`config.mk`:
```
export PLATFORM = sky130hd
export DESIGN_NAME = dly_ring_mon_flat
export DESIGN_NICKNAME = d
export VERILOG_FILES = /design/src/rtl/dly_ring_mon_if.sv /design/src/rtl/dly_ring_mon.sv /design/src/flat_wrapper.sv
export SDC_FILE = /design/constraint.sdc
export NUM_CORES = 1
export LEC_CHECK = 0
export CORE_MARGIN = 4
export CORE_UTILIZATION = 45
export CTS_CLUSTER_DIAMETER = 150
export DETAILED_ROUTE_END_ITERATION = 16
export DONT_BUFFER_PORTS = 1
export SYNTH_ARGS = -nofsm -noshare
export SYNTH_HDL_FRONTEND = slang
export SYNTH_SLANG_ARGS = --single-unit
```
`constraint.sdc`:
```
create_clock -name CLK -period 4.4 [get_ports CLK]
set_clock_uncertainty 0.05 [all_clocks]
set_input_delay 0.44 -clock CLK [delete_from_list [all_inputs] [get_ports CLK]]
set_output_delay 0.44 -clock CLK [all_outputs]
set_load 0.01 [all_outputs]
```
`src/rtl/dly_ring_mon_if.sv`:
```
// Control/result bundle for the ring-oscillator delay monitor.
// The master drives START/WINDOW; the slave returns status and the result.
interface dly_ring_mon_if #(
  parameter int CNT_W = 16,
  parameter int WIN_W = 16
);
  logic             START;
  logic [WIN_W-1:0] WINDOW;
  logic             BUSY;
  logic             DONE;
  logic [CNT_W-1:0] COUNT;
  logic             OVF;

  modport master (
    output START, WINDOW,
    input  BUSY, DONE, COUNT, OVF
  );

  modport slave (
    input  START, WINDOW,
    output BUSY, DONE, COUNT, OVF
  );
endinterface

```
`src/rtl/dly_ring_mon.sv`:
```
// Ring-oscillator delay monitor: warm the ring up, then count
// synchronized RO rising edges over a gate of WINDOW clock cycles.
module dly_ring_mon #(
  parameter int CNT_W  = 16,
  parameter int WIN_W  = 16,
  parameter int SETTLE = 4
) (
  input  logic          CLK,
  input  logic          RST,
  input  logic          RO,
  output logic          EN_RO,
  dly_ring_mon_if.slave bus
);

  localparam int TW = (WIN_W > 8) ? WIN_W : 8;
  localparam logic [TW-1:0]    SET_LAST = TW'(SETTLE - 1);
  localparam logic [CNT_W-1:0] ACC_MAX  = '1;

  typedef enum logic [1:0] {
    IDLE,
    WARM,
    GATE
  } state_e;

  state_e           state_q, state_d;
  logic [TW-1:0]    tmr_q, tmr_d;
  logic [WIN_W-1:0] win_q, win_d;
  logic [CNT_W-1:0] acc_q, acc_d;
  logic [CNT_W-1:0] cnt_q, cnt_d;
  logic             oflag_q, oflag_d;
  logic             ovf_q, ovf_d;
  logic             done_q, done_d;
  logic             s1_q, s2_q, prev_q;
  logic             rise;
  logic [TW-1:0]    win_last;

  // RO is asynchronous: two flops to resolve metastability, one for edge detect
  always_ff @(posedge CLK) begin
    if (RST) begin
      s1_q   <= 1'b0;
      s2_q   <= 1'b0;
      prev_q <= 1'b0;
    end else begin
      s1_q   <= RO;
      s2_q   <= s1_q;
      prev_q <= s2_q;
    end
  end

  assign rise     = s2_q & ~prev_q;
  assign win_last = TW'(win_q) - TW'(1);

  always_ff @(posedge CLK) begin
    if (RST) begin
      state_q <= IDLE;
      tmr_q   <= '0;
      win_q   <= '0;
      acc_q   <= '0;
      cnt_q   <= '0;
      oflag_q <= 1'b0;
      ovf_q   <= 1'b0;
      done_q  <= 1'b0;
    end else begin
      state_q <= state_d;
      tmr_q   <= tmr_d;
      win_q   <= win_d;
      acc_q   <= acc_d;
      cnt_q   <= cnt_d;
      oflag_q <= oflag_d;
      ovf_q   <= ovf_d;
      done_q  <= done_d;
    end
  end

  always_comb begin
    state_d = state_q;
    tmr_d   = tmr_q;
    win_d   = win_q;
    acc_d   = acc_q;
    cnt_d   = cnt_q;
    oflag_d = oflag_q;
    ovf_d   = ovf_q;
    done_d  = 1'b0;
    unique case (state_q)
      IDLE: begin
        if (bus.START) begin
          win_d   = bus.WINDOW;
          acc_d   = '0;
          oflag_d = 1'b0;
          tmr_d   = '0;
          state_d = WARM;
        end
      end
      WARM: begin
        if (tmr_q == SET_LAST) begin
          tmr_d = '0;
          if (win_q == '0) begin
            state_d = IDLE;
            done_d  = 1'b1;
            cnt_d   = acc_q;
            ovf_d   = oflag_q;
          end else begin
            state_d = GATE;
          end
        end else begin
          tmr_d = tmr_q + TW'(1);
        end
      end
      GATE: begin
        if (rise) begin
          if (acc_q == ACC_MAX) oflag_d = 1'b1;
          else acc_d = acc_q + CNT_W'(1);
        end
        // the rise in the final gate cycle still belongs in the result
        if (tmr_q == win_last) begin
          state_d = IDLE;
          done_d  = 1'b1;
          cnt_d   = acc_d;
          ovf_d   = oflag_d;
        end else begin
          tmr_d = tmr_q + TW'(1);
        end
      end
      default: state_d = IDLE;
    endcase
  end

  assign bus.BUSY  = (state_q != IDLE);
  assign EN_RO     = (state_q != IDLE);
  assign bus.DONE  = done_q;
  assign bus.COUNT = cnt_q;
  assign bus.OVF   = ovf_q;

endmodule
```
`src/flat_wrapper.sv`:
```
// flat-port wrapper written by rule: the top's interface ports become plain ports
module dly_ring_mon_flat 
#(
  parameter int CNT_W  = 16,
  parameter int WIN_W  = 16,
  parameter int SETTLE = 4
)
  (CLK, RST, RO, EN_RO, bus_START, bus_WINDOW, bus_BUSY, bus_DONE, bus_COUNT, bus_OVF);
  dly_ring_mon_if #(.CNT_W(CNT_W), .WIN_W(WIN_W)) bus_i ();
  input  logic CLK;
  input  logic RST;
  input  logic RO;
  output logic EN_RO;
  input wire logic [$bits(bus_i.START)-1:0] bus_START;
  input wire logic [$bits(bus_i.WINDOW)-1:0] bus_WINDOW;
  output wire logic [$bits(bus_i.BUSY)-1:0] bus_BUSY;
  output wire logic [$bits(bus_i.DONE)-1:0] bus_DONE;
  output wire logic [$bits(bus_i.COUNT)-1:0] bus_COUNT;
  output wire logic [$bits(bus_i.OVF)-1:0] bus_OVF;
  assign bus_i.START = bus_START;
  assign bus_i.WINDOW = bus_WINDOW;
  assign bus_BUSY = bus_i.BUSY;
  assign bus_DONE = bus_i.DONE;
  assign bus_COUNT = bus_i.COUNT;
  assign bus_OVF = bus_i.OVF;
  dly_ring_mon #(.CNT_W(CNT_W), .WIN_W(WIN_W), .SETTLE(SETTLE)) u_core (.CLK(CLK), .RST(RST), .RO(RO), .EN_RO(EN_RO), .bus(bus_i));
endmodule
```
==> results.py <==
metrics = {
    "synthesis": {
        "synth_compound_area_share_pct": 25.33,
        "syn_nets": 626,
        "synth_top_family_by_area": "simple AND/OR/NAND/NOR gates",
        "synth.avg_cell_area_um2": 7.647,
        "synth-simple-area-share_pct": 26.42,
        "synthAdderAreaFrac_pct": 1.636,
        "synth_cell_type_count": 66,
        "synthXorXnorAreaFrac_pct": 5.918,
        "yosys_warnings": 0,
        "ys_ff_latch": 72,
        "async_reset_ff_share_pct": 0,
        "synthCells": 600,
        "synth_edf_count": 0,
        "netlist_area_mm2": 0.004588,
        "synthFlopType": "dfxtp_1",
        "ys_seq_area_share_pct": 31.42,
        "synth_mux_area_share_pct": 2.563,
    },
    "worst_setup_path": {
        "crit_chain": "inv_1, ha_1, or4b_2, nor4b_2, xnor2_1, o311ai_1, a2111o_1, buf_4, a211oi_2, mux2_2",
        "arrival_ns": 3.92,
        "path_delay_family": "compound AO/OA/AOI/OAI gates",
        "critPathRequiredTime_ns": 4.60,
        "max_stage_delay_ns": 0.67,
        "worst-path-buf-inv": 2,
        "startpoint": "u_core.win_q[0]",
        "path_max_fanout": 15,
        "crit_path_start_kind": "register",
        "critPathCaptureType": "register",
        "reg2reg_from": "u_core.win_q[0]",
        "critPathSlowestCell": "or4b_2",
        "critPathKind": "reg2reg",
    },
    "routing": {
        "firstDrtPassIters": 5,
        "drtAntennaViolNets": 0,
        "wirelength_um": 12800,
        "route.detailed.drc": 0,
        "via_per_inst": 6.270,
        "first_iter_violations": 302,
        "vias": 4395,
        "wl_per_cell_um": 18.25,
    },
    "power_and_ir_drop": {
        "p_per_area_mw_per_mm2": 371.2,
        "p_comb_share_pct": 27.5,
        "p_total_mw": 1.768,
        "intPower_mw": 1.089,
        "pwr-share-clk_pct": 29.9,
        "p_sw_share_pct": 38.37,
        "p_switching_mw": 0.6784,
        "p_leak_nw": 1.494,
        "ir_worst_vdd_uv": 204.4,
        "sequentialPowerShare_pct": 42.5,
    },
    "worst_hold_path": {
        "min_path_type": "in2reg",
        "hold_start": "RST",
    },
    "die": {
        "coreArea_mm2": 0.009864,
        "die_h_um": 109.0,
        "die_area_mm2": 0.01188,
        "num_rows": 36,
        "die_x_um": 109.0,
        "start_util_pct": 46.51,
        "io_pins": 40,
    },
    "grt": {
        "met3_usage_pct": 4.500,
        "grt_usage_pct": 22.66,
        "overflow": 0,
        "met1_usage_pct": 29.57,
        "met2_usage_pct": 36.45,
        "antenna_found_initial": 0,
        "grt_max_degree": 79,
        "grt_first_pass_wirelength_um": 21340,
        "grt_most_used_layer": "met2",
        "grt_pass1_vias": 4093,
    },
    "sta": {
        "layout_min_cycle_time_ns": 3.716,
        "tightest_slew_ns": 0.7907,
        "fin_crit_sh_pct": 84.46,
        "hold_viol": 0,
        "setup_violations": 0,
        "grt_setup_unrepaired": "no",
        "drv_slew": 0,
        "hold_slack_ns": 0.1061,
        "setup_tns_ns": 0,
        "max_freq_ghz": 0.2691,
        "slew-limit-headroom_pct": 47.23,
    },
    "clock_network": {
        "clk_latency_ns": 0.36,
        "post_cts_resize_count": 0,
        "cts_sinks": 72,
        "cts_buffers": 9,
        "htree_num_levels": 3,
        "postCtsSetupBuffers": 0,
        "cts_hold_buf": 0,
        "cts_root_buf": "clkbuf_8",
        "clkTransAtPathRegs_ns": 0.09,
        "cts_buffer_depth": 2,
        "cts_tree": "built",
    },
    "cells_and_area": {
        "final_core_util_pct": 48.28,
        "diodes": 0,
        "drive_gt1_share_pct": 7.042,
        "area_delta_synth_final_pct": 3.791,
        "fill_cells": 990,
        "final_nets": 589,
    },
    "placed_design": {
        "port_buffers": 0,
        "dp_hpwl_um": 8811,
        "gp_congestion": 0.8919,
    },
    "run": {
        "maxCapViolations": 0,
    },
    "status": {
        "outcome": "finished clean",
    },
}
cells in the mapped netlist (5+ instances only):
master	count	area, µm²
nor2_1	31	116.4
mux2_2	6	67.56
nor4_1	10	62.56
o21ai_1	6	30.03
nand2_1	68	255.2
a2111oi_0	7	61.31
nand3_1	24	120.1
nor3_1	21	105.1
o21ai_0	25	125.1
clkbuf_1	41	153.9
a211oi_1	19	142.6
buf_1	5	18.77
or3_1	6	37.54
a31o_1	5	43.79
and3_1	7	43.79
a21oi_1	47	235.2
dfxtp_1	72	1441
a221oi_1	5	43.79
o32ai_1	6	52.55
ha_1	6	75.07
mux2i_1	5	50.05
inv_1	24	90.09
or4_1	10	75.07
a31oi_1	13	81.33
xor2_1	9	78.83
xnor2_1	22	192.7
nand4_1	13	81.33
o211ai_1	7	52.55
nor2b_1	15	93.84
worst reg2reg max path: cells and delay by family, from the launching register on:
family	cells	cell delay, ns
flops	1	0.37
mux	1	0.35
xor+xnor	1	0.16
fa+ha+maj	1	0.29
simple gates	2	1.00
compound gates	3	1.03
buf+inv	2	0.36
sequential cells by signal, summed over array words and instances, names as in the netlist:
register and count:
u_core.s2_q 1, u_core.state_q 2, u_core.prev_q 1, u_core.bus.COUNT 16, u_core.bus.DONE 1, u_core.s1_q 1, u_core.win_q 16, u_core.bus.OVF 1
u_core.acc_q 16, u_core.tmr_q 16, u_core.oflag_q 1
cell type report:
cell class	instances	area [µm²]	area share, %
clock buffer	9	123.9	2.601
clock inverter	7	68.82	1.445
inverter	24	90.09	1.892
multi-input combinational	452	2841	59.67
sequential	72	1441	30.27
tap	133	166.4	3.494
timing repair buffer	4	30.03	0.6306
power by group through the flow:
| stage | Combinational (mW) | Clock [mW] | Sequential, mW |
|---|---|---|---|
| detailed placement | 0.481 | 0 | 0.767 |
| global placement | 0.477 | 0 | 0.766 |
| CTS | 0.484 | 0.549 | 0.753 |
| floorplan | 0.409 | 0 | 0.749 |
| global route | 0.542 | 0.584 | 0.761 |
| finish | 0.487 | 0.529 | 0.752 |
kinds of logic after synthesis:
group	Yosys count
buffers and inverters	76
AOI/OAI and AO/OA	172
and+or+nand+nor	232
muxes	11
xor gates and xnor gates	31
adders and majority gates	6
DFF	72
final timing paths:
kind,endpoint,slack [ns],cells past startpoint
setup / recovery,u_core.state_q[1],0.68,10
hold / removal,u_core.win_q[0],0.11,1
setup reg to reg,u_core.state_q[1],0.68,10
hold reg to reg,u_core.s2_q,0.40,1
metrics by stage:
| step | setup slack, ns | cell area, µm² | instances |
|---|---|---|---|
| after floorplan | 1.321 | 4588 | 600 |
| after global placement | 0.8364 | 4569 | 685 |
| after detailed placement | 0.7462 | 4569 | 685 |
| after CTS | 0.7108 | 4762 | 701 |
| after global routing | 0.4833 | 4762 | 701 |
| final | 0.6839 | 4762 | 701 |
metal layers:
| layer | part of all wire, % | wire (µm) |
|---|---|---|
| met2 | 48 | 6141 |
| met1 | 44 | 5613 |
| met3 | 5.4 | 686 |
| met5 | 0 | 0 |
| met4 | 2.8 | 354 |
cells in the final DEF, fill, tap and decap left out, types with 9 or more instances in the layout:
cell / instances
nor3_1: 21
a21oi_1: 47
inv_1: 24
nand3_1: 24
nor4_1: 10
nor2_1: 31
clkbuf_8: 9
nor2b_1: 15
nand4_1: 13
nand2_1: 68
or4_1: 10
xnor2_1: 22
dfxtp_1: 72
xor2_1: 9
a31oi_1: 13
a211oi_1: 19
o21ai_0: 25
Power figures use the tool's default switching activity.
